File: config.mk
export PLATFORM = sky130hd
export DESIGN_NAME = keccak_rate_packer
export DESIGN_NICKNAME = d
export VERILOG_FILES = /design/src/rtl/keccak_rate_packer.sv
export SDC_FILE = /design/constraint.sdc
export NUM_CORES = 2
export LEC_CHECK = 0
export CAP_MARGIN = 30
export CORE_AREA = 2 2 456 458
export CTS_CLUSTER_SIZE = 12
export DETAILED_ROUTE_END_ITERATION = 8
export DIE_AREA = 0 0 458 460
export GPL_TIMING_DRIVEN = 0
export SETUP_SLACK_MARGIN = 0.4
export SLEW_MARGIN = 15
export SYNTH_ARGS = -nofsm -noshare
export SYNTH_HDL_FRONTEND = slang
export SYNTH_SLANG_ARGS = --single-unit
File: constraint.sdc
create_clock -name clk -period 43 [get_ports clk]
set_input_delay 8.6 -clock clk [delete_from_list [all_inputs] [get_ports clk]]
set_output_delay 8.6 -clock clk [all_outputs]
set_load 0.05 [all_outputs]
File: src/rtl/keccak_rate_packer.sv
// Packs a byte-stream message into rate-sized blocks of 64-bit lanes, applies
// pad10*1 with a domain byte and hands blocks to the absorb stage via valid/ready.
module keccak_rate_packer #(
  parameter int unsigned RATE_BYTES = 136,
  parameter int unsigned IN_BYTES   = 8,
  parameter logic [7:0]  DOMAIN     = 8'h1F,
  parameter int unsigned LANE_BE    = 0
) (
  input  logic                                clk,
  input  logic                                rst,
  input  logic [8*IN_BYTES-1:0]               in_data,
  input  logic                                in_valid,
  input  logic                                in_last,
  input  logic [$clog2(IN_BYTES+1)-1:0]       in_nbytes,
  output logic                                in_ready,
  output logic [8*RATE_BYTES-1:0]             blk_lanes,
  output logic                                blk_valid,
  output logic                                blk_final,
  input  logic                                blk_ready
);

  localparam int unsigned BW    = 8 * RATE_BYTES;
  localparam int unsigned LANES = RATE_BYTES / 8;
  localparam int unsigned CW    = $clog2(RATE_BYTES + 1);

  localparam logic [1:0] FILL       = 2'd0;
  localparam logic [1:0] HOLD       = 2'd1;
  localparam logic [1:0] HOLD_EXTRA = 2'd2;

  logic [1:0]    state_q, state_d;
  logic [CW-1:0] cnt_q, cnt_d;
  logic [BW-1:0] buf_q, buf_d;
  logic          final_q, final_d;
  logic          pend_q, pend_d;
  logic          valid_q, valid_d;
  logic          ready_q, ready_d;
  int unsigned   n_bytes;
  int unsigned   pos;

  // State register
  always_ff @(posedge clk or posedge rst) begin
    if (rst) begin
      state_q <= FILL;
      cnt_q   <= '0;
      buf_q   <= '0;
      final_q <= 1'b0;
      pend_q  <= 1'b0;
      valid_q <= 1'b0;
      ready_q <= 1'b1;
    end else begin
      state_q <= state_d;
      cnt_q   <= cnt_d;
      buf_q   <= buf_d;
      final_q <= final_d;
      pend_q  <= pend_d;
      valid_q <= valid_d;
      ready_q <= ready_d;
    end
  end

  // Next-state, byte packing and padding
  always_comb begin
    state_d = state_q;
    cnt_d   = cnt_q;
    buf_d   = buf_q;
    final_d = final_q;
    pend_d  = pend_q;
    n_bytes = IN_BYTES;
    pos     = 0;
    case (state_q)
      FILL: begin
        if (in_valid && ready_q) begin
          if (in_last && (32'(in_nbytes) < IN_BYTES)) n_bytes = 32'(in_nbytes);
          for (int unsigned k = 0; k < IN_BYTES; k++) begin
            if (k < n_bytes) buf_d[8*(32'(cnt_q)+k) +: 8] = in_data[8*k +: 8];
          end
          pos = 32'(cnt_q) + n_bytes;
          if (!in_last) begin
            cnt_d = cnt_q + CW'(IN_BYTES);
            if (cnt_d == CW'(RATE_BYTES)) begin
              cnt_d   = '0;
              final_d = 1'b0;
              state_d = HOLD;
            end
          end else begin
            cnt_d   = '0;
            state_d = HOLD;
            if (pos < RATE_BYTES) begin
              // Domain byte first so that p = RATE-1 merges into DOMAIN|0x80
              buf_d[8*pos +: 8]  = DOMAIN;
              buf_d[BW-1 -: 8]   = buf_d[BW-1 -: 8] | 8'h80;
              final_d            = 1'b1;
            end else begin
              final_d = 1'b0;
              pend_d  = 1'b1;
            end
          end
        end
      end
      HOLD: begin
        if (blk_ready) begin
          buf_d = '0;
          cnt_d = '0;
          if (pend_q) begin
            buf_d[7:0]       = DOMAIN;
            buf_d[BW-1 -: 8] = 8'h80;
            final_d          = 1'b1;
            state_d          = HOLD_EXTRA;
          end else begin
            final_d = 1'b0;
            state_d = FILL;
          end
        end
      end
      HOLD_EXTRA: begin
        if (blk_ready) begin
          buf_d   = '0;
          pend_d  = 1'b0;
          final_d = 1'b0;
          state_d = FILL;
        end
      end
      default: state_d = FILL;
    endcase
    valid_d = (state_d != FILL);
    ready_d = (state_d == FILL);
  end

  // Lane byte order is pure wiring off the buffer register
  always_comb begin
    blk_lanes = '0;
    for (int unsigned i = 0; i < LANES; i++) begin
      for (int unsigned j = 0; j < 8; j++) begin
        blk_lanes[64*i + 8*j +: 8] = buf_q[8*(8*i + ((LANE_BE != 0) ? (7 - j) : j)) +: 8];
      end
    end
  end

  assign in_ready  = ready_q & ~rst;
  assign blk_valid = valid_q;
  assign blk_final = final_q;

endmodule

## Word-level counts from Yosys, hierarchy flattened

Cells that the tools add are included.

- Reductions and logical operators: 12
- Equal/unequal tests: 9
- $add $sub $neg: 18
- Order comparisons: 10
- Shift operators: 18
- Multiplexer cells: 68
- Bitwise logic cells: 2

Operators with widths:

| operator | number |
|---|---|
| $mux 1088 | 29 |
| $bwmux 1088 | 9 |
| $shift 8x34->1088 const A | 9 |
| $shiftx 8x34->1088 | 8 |
| $pmux 1088 s3 | 1 |
| $shiftx 8x34->1088 const A | 1 |
| $neg 12->34 | 7 |
| $lt 3x32->1 const A | 4 |
| $lt 1x32->1 const A | 2 |
| $lt 2x32->1 const A | 2 |
| $mux 32 | 2 |
| $mux 8 | 5 |
| $add 8x3->9 const B | 4 |
| $neg 11->34 | 1 |
| $neg 32->34 | 1 |
| $add 8x32->32 | 1 |
| $lt 32x8->1 const B | 1 |
| $add 8x2->9 const B | 2 |
| $pmux 8 s2 | 1 |
| $mux 2 | 6 |
| $mux 1 | 10 |
| $ne 2x2->1 const B | 5 |
| $reduce_and 5->1 | 2 |
| $add 8x1->9 const B | 1 |
| other kinds (19) | 23 |

- Logic and storage cells: 144
- Bits of input ports: 73
- Bits in registers: 1102
- Output and inout port bits: 1091

## Logic depth before layout (Yosys ltp)

- Depth after elaboration: 42
- Gate-level depth with buffers: 24
- Depth with buffers taken out: 16

## Worst setup path before layout

Ideal clock, no wire load.

- Kind: input -> output
- Start: input port rst
- End: output port in_ready
- Data required time: 34.400 ns
- Arrival time: 9.289 ns
- Stages: 1
- Path slack: 25.111 ns
- Buffers on the path: 0
- Cell sequence: nor2b_1

- Word-level cells in the longest chain between the ends: 2

Ends and longest elaborated chain:

| item | line | RTL |
|---|---|---|
| start: declaration | 10 | `input logic rst,` |
| $not 1->1 | 139 | `assign in_ready = ready_q & ~rst;` |
| $and 1x1->1 | 139 |  |
| end: declaration | 15 | `output logic in_ready,` |

No other way between the ends.

## Worst setup path after layout

Same ends and word-level chain as after synthesis.

==> impl_results.md <==
* Die Wd at ~460 um
* PD cells at 67.3 nW/um^2
* Top FF cell, synth: dfrtp_1
* Synthesized flop and latch total at around 1.1k
* Post-synth EDFFs at 0
* Setup TNS at 0 ps
* Startpoint types: input pin
* Mapped cell area at about 50000 sq um
* Io pins at approximately 1.2k
* Global-route wire length before repair at 554000 um
* Port Buffers at 1147
* Final slew viol count at 0
* # Post-CTS Setup Buffers at 0
* Share of layout cells above drive strength 1 at 0.120
* Pin count of the biggest net entering global routing at roughly 110
* Commonest cells after routing, fill and taps aside: clkdlybuf4s50_1 (1147), dfrtp_1 (1098), nand2_1 (527)
* Antenna violations before repair at 49
* Hold depth at 1
* Post-route cell area at between 70000 and 80000 sq um
* Vias in the first global route at 55.2k
* Die Y at 460 um
* Crit. path cell count at 3
* Register area share after synthesis at 0.534
* Compound-Gate Fraction of Synth Area at 0.276
* Placement Rows at 167
* Ys async rst share at 1.00
* Area grow syn2layout at 42.9%
* Hold crit path type: reg2reg
* Crit-path slowest cell: clkdlybuf4s50_1
* Final Hold Fails at 0
* Max clock buf depth at 3
* Crit Path Max Fanout at 2
* Root Buffer Master: clkbuf_16
* Violated checks: design-rule violations
* Worst-path clk slew at 60 ps
* Post-Synth Simple-Gate Area at 0.148
* Status: finished, violations left
* Fmax at between 0.05 and 0.06 GHz
* Post-synth top area cell: dfrtp_1
* Fin nets at roughly 6.5k
* Via-to-Cell Ratio at 6.38
* DR pass1 iterations at 9
* Final WL at between 400000 and 500000 um
* CP cell instances: clkdlybuf4s50_1 -> nor2b_1 -> clkdlybuf4s50_1
* Initial Util at 0.250
* Clock Skews at around 40 ps
* Largest family of logic cells by synthesized area: compound AO/OA/AOI/OAI gates
* Critical path buffer and inverter count at 2
* Area of the core at slightly above 200000 sq um
* CP delay by family, top: buffers and inverters
* Slowest cell delay on critical path at roughly 800 ps
* Placed inst area at just under 70000 sq um
* Synth unique cells at around 100
* Post-route ant nets at 0
* Mux contribution to synthesized area at 0.00372
* Crit path DAT at approximately 10000 ps
* Tcrit/Tclk final at 0.434
* R2R depth at 13
* Xor/xnor share of the synthesized area at 0.00345
* Total gr overflow at 0
* Final min period at 18660 ps
* Total track usage at 0.396
* Dpl hpwl at 345000 um
* First-iteration detailed-routing DRC count at a little over 9k
* Skew-Pair Late Insertion Delay at ~840 ps
* RePlAce Congestion at between 1 and 1.5
* # setup viols final at 0
* Kind of critical path: in2out
* Static Leak at ~31 nW
* Routed vias at just under 60k
* CTS H-Tree Depth at 4
* CP required at ~34000 ps
* Avg Cell Area, Syn at between 10 and 15 sq um
* Drt wl/cell at between 40 and 50 um
* CP most frequent cell: clkdlybuf4s50_1
* Top post-synthesis cells by area: dfrtp_1 (53%), a221o_1 (5.0%), nand2_1 (3.9%), a32o_1 (3.2%), o221a_2 (2.9%)
* Cts hold-fix bufs at 0
* Die area at around 210000 sq um
* Worst slew pin tran at 1250 ps
* Leading cell type in the layout, fill and taps excluded: clkdlybuf4s50_1
* Area share of the largest cell type after synthesis at 0.534
* RSZ-0062 raised after global routing: no
* Synth warnings at 0
* TritonCTS Sinks at ~1.1k
* Rel. slew slack at 0.167
* CTS tree: yes
* CTS buffer count at roughly 130
* DRC at 34
* Worst IR Drop VDD at between 0.04 and 0.05 mV
* Post-Synthesis Cells at a little under 5k
* Worst Setup End Kind: primary output
* Post-CTS resize count at 0
* Synth Area in Adders at 0.00511
* Max-cap viol count at 0
==> layout make-up <==
type	instances	area (sq um)
antenna	32	80.1
tap	2704	3380
multi-input combinational	3443	22800
sequential	1099	27500
buffer	327	1400
inverter	42	165
clock buffer	186	3870
fill	20800	132000
timing repair buffer	1331	13600
clock inverter	43	763
==> metrics by stage <==
step           utilization  hold slack, ps  std cells  setup WS (ps)  total power, mW
2_1_floorplan            -             490       4911           3460             2.16
3_3_place_gp         0.322             462       8762         -10250             3.41
3_5_place_dp         0.333             470       8922          24320             3.54
4_1_cts              0.356             483       9151          24320             4.77
5_1_grt              0.357             494       9183          24270             4.93
6_report             0.357             479       9207          24340             4.95
==> logic make-up after synthesis <==
logic type               count (synthesis)
AO/OA/AOI/OAI                         1776
XOR/XNOR                                14
adder cells (fa/ha/maj)                 21
buffers and inverters                  369
flip-flops                            1099
multiplexers                            16
other                                    1
AND/OR/NAND/NOR                       1612
==> sequential cells by signal, summed over array words and instances (netlist names) <==
register,count
blk_final,1
state_q,2
blk_valid,1
cnt_q,5
pend_q,1
ready_q,1
blk_lanes,1088
==> report_power, final <==
group	switching, mW	leakage (nW)	internal (mW)	total [mW]
Sequential	0.0690	15.2	1.11	1.18
Combinational	2.03	13.3	0.513	2.55
Clock	0.507	2.27	0.722	1.23
Total	2.61	30.8	2.34	4.95
==> layer usage <==
| metal | track usage | wire length (um) | share of wire | up-vias |
|---|---|---|---|---|
| met4 | 0.287 | 39000 | 0.090 | 38 |
| met3 | 0.190 | 59100 | 0.14 | 1438 |
| li1 | - | - | - | 22000 |
| met5 | 0.00873 | 586 | 0.0014 | - |
| met1 | 0.455 | 156000 | 0.36 | 30000 |
| met2 | 0.572 | 178000 | 0.41 | 5157 |
==> final timing paths <==
path	start	to	slack, ps
max in group asynchronous	rst	blk_lanes[353]	32430
worst max-delay path	rst	in_ready	24340
worst min register to register	blk_lanes[965]	blk_lanes[965]	480
worst min-delay path	blk_lanes[965]	blk_lanes[965]	480
min in group asynchronous	rst	blk_lanes[525]	8220
worst max register to register	cnt_q[4]	blk_lanes[794]	34260
==> synth_stat cells, drive strengths merged, types with 25 or more instances <==
master,instances
a21oi,205
dfrtp,1098
buf,80
o2bb2ai,93
a31o,26
o22a,50
o21ai,311
a211oi,30
a22o,126
clkbuf,247
a31oi,65
nor3,198
and3,106
nor2b,25
o31ai,73
inv,40
nor4,58
a211o,55
a32o,162
nand3,127
nand2,533
o21a,26
o211ai,29
nor2,382
o221a,133
a221o,256
and2,78
No activity file was read; power rests on OpenSTA's default activity.
